`src/rtl/vec_mem_pkg.sv`:
```
`default_nettype none
// ============================================================================
//  Module      : vec_mem_pkg
//  Description : Shared constants and FSM state encoding for the vector
//                data-memory responder.
//  Revision    : 1.0 - initial release
// ============================================================================
package vec_mem_pkg;

    // Default lane count of a vector access (one lane per 32-bit word)
    localparam int c_LANES  = 5;
    // Width of one lane / one memory word
    localparam int c_WORD_W = 32;

    typedef enum logic [1:0] {
        ST_IDLE  = 2'd0,
        ST_BURST = 2'd1,
        ST_DONE  = 2'd2
    } state_e;

endpackage
`default_nettype wire

```
`src/rtl/dmem_array.sv`:
```
`default_nettype none
// ============================================================================
//  Module      : dmem_array
//  Description : DEPTH x WIDTH single-port word storage, synchronous write,
//                asynchronous read. Contents are intentionally not reset.
//  Revision    : 1.0 - initial release
// ============================================================================
module dmem_array #(
    parameter int DEPTH = 64,
    parameter int WIDTH = 32
) (
    input  logic                     clk,
    input  logic                     i_we,
    input  logic [$clog2(DEPTH)-1:0] i_addr,
    input  logic [WIDTH-1:0]         i_wdata,
    output logic [WIDTH-1:0]         o_rdata
);

    logic [WIDTH-1:0] r_mem_q [DEPTH];

    // Word write on the rising edge when enabled
    always_ff @(posedge clk) begin
        if (i_we) begin
            r_mem_q[i_addr] <= i_wdata;
        end
    end

    assign o_rdata = r_mem_q[i_addr];

endmodule
`default_nettype wire

```
`src/rtl/vec_mem_responder.sv`:
```
`default_nettype none
// ============================================================================
//  Module      : vec_mem_responder
//  Description : Load/store responder serving scalar words and LANES-word
//                vector accesses, serialised one lane per cycle over a
//                single-port word array, with a one-cycle MemReady pulse.
//  Revision    : 1.0 - initial release
// ============================================================================
module vec_mem_responder
    import vec_mem_pkg::*;
#(
    parameter int DEPTH = 64,
    parameter int LANES = c_LANES
) (
    input  logic                        clk,
    input  logic                        reset,
    input  logic                        MemReq,
    input  logic                        MemWrite,
    input  logic                        VecAccess,
    input  logic [31:0]                 Addr,
    input  logic [31:0]                 WriteData,
    input  logic [c_WORD_W*LANES-1:0]   WriteVec,
    output logic [31:0]                 ReadData,
    output logic [c_WORD_W*LANES-1:0]   ReadVec,
    output logic                        MemReady,
    output logic                        Busy,
    output logic                        AddrErr
);

    localparam int c_AW = $clog2(DEPTH);
    localparam int c_LW = (LANES > 1) ? $clog2(LANES) : 1;
    localparam int c_VW = c_WORD_W * LANES;

    state_e              r_state_q, w_state_d;
    logic [c_LW-1:0]     r_lane_q,  w_lane_d;
    logic [c_AW-1:0]     r_base_q,  w_base_d;
    logic                r_write_q, w_write_d;
    logic [c_VW-1:0]     r_wvec_q,  w_wvec_d;
    logic [31:0]         r_rdata_q, w_rdata_d;
    logic [c_VW-1:0]     r_rvec_q,  w_rvec_d;
    logic                r_ready_q, w_ready_d;
    logic                r_busy_q,  w_busy_d;
    logic                r_err_q,   w_err_d;

    logic                w_mem_we;
    logic [c_AW-1:0]     w_mem_addr;
    logic [31:0]         w_mem_wdata;
    logic [31:0]         w_mem_rdata;

    logic [c_AW-1:0]     w_addr_idx;
    logic                w_misaligned;
    logic                w_unused_addr_hi;

    assign w_addr_idx       = Addr[2 +: c_AW];
    assign w_misaligned     = |Addr[1:0];
    // Upper address bits take no part in word selection
    assign w_unused_addr_hi = ^Addr[31:2+c_AW];

    // Next-state, array access and output-register computation
    always_comb begin
        w_state_d   = r_state_q;
        w_lane_d    = r_lane_q;
        w_base_d    = r_base_q;
        w_write_d   = r_write_q;
        w_wvec_d    = r_wvec_q;
        w_rdata_d   = r_rdata_q;
        w_rvec_d    = r_rvec_q;
        w_err_d     = r_err_q;
        w_mem_we    = 1'b0;
        w_mem_addr  = r_base_q + c_AW'(r_lane_q);
        w_mem_wdata = WriteData;

        case (r_state_q)
            ST_IDLE: begin
                w_mem_addr = w_addr_idx;
                if (MemReq) begin
                    w_write_d = MemWrite;
                    w_base_d  = w_addr_idx;
                    w_wvec_d  = WriteVec;
                    w_lane_d  = '0;
                    if (w_misaligned) begin
                        w_rdata_d = '0;
                        w_rvec_d  = '0;
                        w_err_d   = 1'b1;
                        w_state_d = ST_DONE;
                    end else if (!VecAccess) begin
                        // Scalar access completes at the acceptance edge
                        if (MemWrite) begin
                            w_mem_we = 1'b1;
                        end else begin
                            w_rdata_d = w_mem_rdata;
                        end
                        w_state_d = ST_DONE;
                    end else begin
                        w_state_d = ST_BURST;
                    end
                end
            end
            ST_BURST: begin
                w_mem_wdata = r_wvec_q[int'(r_lane_q)*c_WORD_W +: c_WORD_W];
                if (r_write_q) begin
                    w_mem_we = 1'b1;
                end else begin
                    w_rvec_d[int'(r_lane_q)*c_WORD_W +: c_WORD_W] = w_mem_rdata;
                end
                w_lane_d = r_lane_q + c_LW'(1);
                if (r_lane_q == c_LW'(LANES-1)) begin
                    w_state_d = ST_DONE;
                end
            end
            ST_DONE: begin
                w_err_d   = 1'b0;
                w_state_d = ST_IDLE;
            end
            default: begin
                w_state_d = ST_IDLE;
            end
        endcase

        w_ready_d = (w_state_d == ST_DONE);
        w_busy_d  = (w_state_d != ST_IDLE);
    end

    // State and output registers; reset aborts any burst in progress
    always_ff @(posedge clk) begin
        if (reset) begin
            r_state_q <= ST_IDLE;
            r_lane_q  <= '0;
            r_base_q  <= '0;
            r_write_q <= 1'b0;
            r_wvec_q  <= '0;
            r_rdata_q <= '0;
            r_rvec_q  <= '0;
            r_ready_q <= 1'b0;
            r_busy_q  <= 1'b0;
            r_err_q   <= 1'b0;
        end else begin
            r_state_q <= w_state_d;
            r_lane_q  <= w_lane_d;
            r_base_q  <= w_base_d;
            r_write_q <= w_write_d;
            r_wvec_q  <= w_wvec_d;
            r_rdata_q <= w_rdata_d;
            r_rvec_q  <= w_rvec_d;
            r_ready_q <= w_ready_d;
            r_busy_q  <= w_busy_d;
            r_err_q   <= w_err_d;
        end
    end

    // Writes are suppressed on the reset edge so an aborted burst stops cleanly
    dmem_array #(
        .DEPTH (DEPTH),
        .WIDTH (c_WORD_W)
    ) u_dmem_array (
        .clk     (clk),
        .i_we    (w_mem_we & ~reset),
        .i_addr  (w_mem_addr),
        .i_wdata (w_mem_wdata),
        .o_rdata (w_mem_rdata)
    );

    assign ReadData = r_rdata_q;
    assign ReadVec  = r_rvec_q;
    assign MemReady = r_ready_q;
    assign Busy     = r_busy_q;
    assign AddrErr  = r_err_q;

endmodule
`default_nettype wire

```
`config.mk`:
```
export PLATFORM = sky130hd
export DESIGN_NAME = vec_mem_responder
export DESIGN_NICKNAME = d
export VERILOG_FILES = /design/src/rtl/vec_mem_pkg.sv /design/src/rtl/dmem_array.sv /design/src/rtl/vec_mem_responder.sv
export SDC_FILE = /design/constraint.sdc
export NUM_CORES = 2
export LEC_CHECK = 0
export CORE_MARGIN = 3
export CORE_UTILIZATION = 40
export CTS_CLUSTER_SIZE = 30
export DETAILED_ROUTE_END_ITERATION = 16
export PLACE_DENSITY = 0.68
export SKIP_CTS_REPAIR_TIMING = 1
export SYNTH_ARGS = -nofsm -noshare
export SYNTH_HDL_FRONTEND = slang
export SYNTH_SLANG_ARGS = --single-unit
```
`constraint.sdc`:
```
create_clock -name clk -period 6.1 [get_ports clk]
set_clock_uncertainty 0.1 [all_clocks]
set_input_delay 0.915 -clock clk [delete_from_list [all_inputs] [get_ports clk]]
set_output_delay 0.915 -clock clk [all_outputs]
set_load 0.02 [all_outputs]
```
==> reports/metrics.yaml <==
timing:
  rsz0062_at_grt: "false"
  hold_ws_ns: 0.3499
  fmax_ghz: 0.1993
  hold_viol_final: 0
  drv_slew: 0
  slew_headroom_pct: 9.479
  setup_viol: 0
  worstMarginPinSlew_ns: 1.358
  period_minus_slack_ns: 5.018
  period_share_pct: 82.26
  fin_setup_tns_ns: 0
setup_path:
  crit_path_max_fanout: 31
  worst_setup_path_end_kind: "register"
  r2r_setup_slack_ns: 1.08
  cp_top_family: "simple AND/OR/NAND/NOR gates"
  cp.arrival_ns: 5.47
  worstSetupEndpoint: "u_dmem_array.r_mem_q[39][5]"
  cp.required_ns: 6.56
  regToRegEndpoint: "u_dmem_array.r_mem_q[39][5]"
  worst-path-stages: 8
  r2r_cells: 8
  crit_path_max_incr_delay_ns: 0.90
  critPathKind: "reg -> reg"
  critPathLaunch: "r_state_q[1]"
  worstPathCellList: "nor2_2 -> and2_4 -> nand4b_1 -> a211o_1 -> nor2_1 -> nand2_1 -> nor2_4 -> buf_12"
  crit_buf_inv: 1
  critical-path-slowest-cell: "nor2_2"
  startpoint_type: "register"
  crit-reg2reg-launch: "r_state_q[1]"
logic_synthesis:
  synth.avg_cell_area_um2: 14.41
  syn_area_um2: 94770
  ys_ff_latch: 2415
  syn_inst: 6576
  ys_async_sr_fraction_pct: 0
  synth_cell_type_count: 60
  synth_edf_count: 2048
  yosysWarningCount: 0
  synth_fp_nets: 6816
  yosysSeqAreaShare_pct: 72.64
  ys.flop_type: "edfxtp_1"
cts:
  numCtsBuffers: 223
  clk_pin_slew_ns: 0.06
  clk_latency_ns: 0.89
  cts_root_buf: "clkbuf_16"
  clock-sinks: 2415
  htree_levels: 4
  cts_tree: "done"
  clockBufferDepth: 3
floorplanning:
  core_area_um2: 235400
  chipHeight_um: 492.8
  die_area_um2: 242800
  initial_core_util_pct: 40.26
  std_cell_rows: 178
  die_x_um: 492.8
  boundaryPins: 424
finish:
  layout_common_cells: "edfxtp_1, nand2_1, a211oi_1"
  postLayoutCoreUtil_pct: 47.56
  final_nets: 7244
  mostFrequentLayoutCell: "edfxtp_1"
  area_growth_syn_to_layout_pct: 18.14
  drive_gt1_share_pct: 14.79
pwr:
  leakagePower_nw: 36.97
  p_seq_share_pct: 50.7
  switchingPower_mw: 8.846
  power_density_nw_per_um2: 319.0
  clkPwrFrac_pct: 38.9
  switching_share_pct: 24.77
  pwr-share-comb_pct: 10.5
  vdd_drop_max_v: 0.0002776
  p_int_mw: 26.87
min_path:
  hold_path.class: "reg -> reg"
  min-delay-start: "ReadVec[86]"
route:
  drc: 0
  ant_nets: 0
  drt-wirelength-per-cell_um: 27.97
  routed_via_density: 5.885
  via_count: 61070
  routed_wl_um: 290200
  drt_iter0_drc: 8129
  drtPass1Iterations: 8
grt:
  grt-ovfl-total: 0
  grt_usage_pct: 23.20
  antenna_found_initial: 32
  grt_max_degree: 210
  first_global_vias: 58250
  grt_pass1_wl_um: 413000
place:
  io_buffers: 399
  place_hpwl_um: 171600
  globalplace.congestion: 0.8541
run_status:
  status: "complete, no violations"
job:
  cap_violations: 0
==> power by group through the flow <==
| stage | clock network (mW) | registers (mW) | logic (mW) |
|---|---|---|---|
| floorplan | 0 | 18.5 | 1.99 |
| global placement | 0 | 18.5 | 3.63 |
| detailed placement | 0 | 18.5 | 3.68 |
| CTS | 14.0 | 18.1 | 3.69 |
| global route | 14.7 | 18.1 | 3.92 |
| finish | 13.9 | 18.1 | 3.74 |
==> area by class of cell <==
type / instances / area (um^2)
Antenna cell: 28 / 70.07
Clock buffer: 287 / 5967
Clock inverter: 134 / 1349
Fill cell: 19840 / 123400
Inverter: 7 / 26.28
Multi-Input combinational cell: 3654 / 24740
Sequential cell: 2415 / 68850
Tap cell: 3150 / 3941
Timing Repair Buffer: 703 / 7028
==> worst min path at each step <==
| stage | to | slack, ns | depth (start not counted) |
|---|---|---|---|
| 6_report | ReadVec[86] | 0.35 | 2 |
| 4_1_cts | r_lane_q[0] | 0.34 | 2 |
| 5_1_grt | r_wvec_q[156] | 0.37 | 2 |
| 3_3_place_gp | ReadVec[133] | 0.34 | 2 |
| 3_5_place_dp | ReadVec[68] | 0.34 | 2 |
| 2_1_floorplan | r_wvec_q[64] | 0.33 | 2 |
==> state kept, by name, indices dropped and copies added, names as in the netlist <==
signal / flops
u_dmem_array.r_mem_q: 2048
ReadVec: 160
r_wvec_q: 160
ReadData: 32
r_base_q: 6
r_lane_q: 3
r_state_q: 2
AddrErr: 1
Busy: 1
MemReady: 1
r_write_q: 1
==> metal layers <==
| layer | GRT usage [%] | routed length, um | up-vias |
|---|---|---|---|
| met5 | 0 | 41 | - |
| met4 | 12.26 | 16450 | 6 |
| met3 | 4.399 | 26590 | 597 |
| met2 | 37.26 | 138400 | 3159 |
| met1 | 29.97 | 108800 | 31020 |
| li1 | - | - | 26290 |
==> cells by family (layout without fill, tap and decap cells) <==
logic type,count (synthesis),after routing,share of synthesized area [%]
buffers and inverters,507,1131,2.304
XOR/XNOR,3,3,0.02773
multiplexers,160,160,3.802
other,0,28,0
adder cells (fa/ha/maj),11,11,0.1531
AO/OA/AOI/OAI,1037,1037,8.386
AND/OR/NAND/NOR,2443,2443,12.69
flip-flops,2415,2415,72.64
==> per-stage QoR <==
step	total power [mW]	area, um^2	instances	setup slack (ns)
2_1_floorplan	20.46	94770	6576	1.626
3_5_place_dp	22.14	104500	9925	0.9619
6_report	35.72	112000	10380	1.082
5_1_grt	36.68	112000	10370	0.8531
4_1_cts	35.81	111800	10350	1.104
3_3_place_gp	22.08	104500	9925	1.010
==> cell usage after synthesis, drive strengths merged, types with 64 or more instances <==
| master | n | area, um^2 |
|---|---|---|
| a21oi | 179 | 895.9 |
| and3 | 512 | 3203 |
| buf | 199 | 1027 |
| nand2 | 1197 | 4501 |
| edfxtp | 2048 | 61500 |
| nor2 | 146 | 550.5 |
| nand3 | 322 | 1612 |
| clkbuf | 301 | 1130 |
| mux4 | 160 | 3603 |
| dfxtp | 367 | 7347 |
| or4 | 128 | 960.9 |
| a211oi | 514 | 3864 |
| a22oi | 64 | 620.6 |
| nand4 | 98 | 944.7 |
| o31ai | 193 | 1804 |
==> worst reg2reg max path: stages (launching register included) <==
cell and delay [ns]:
dfxtp_1 0.56, nor2_2 0.90, and2_4 0.54, nand4b_1 0.15
a211o_1 0.46, nor2_1 0.26, nand2_1 0.59, nor2_4 0.81
buf_12 0.30
Power figures use the tool's default switching activity.
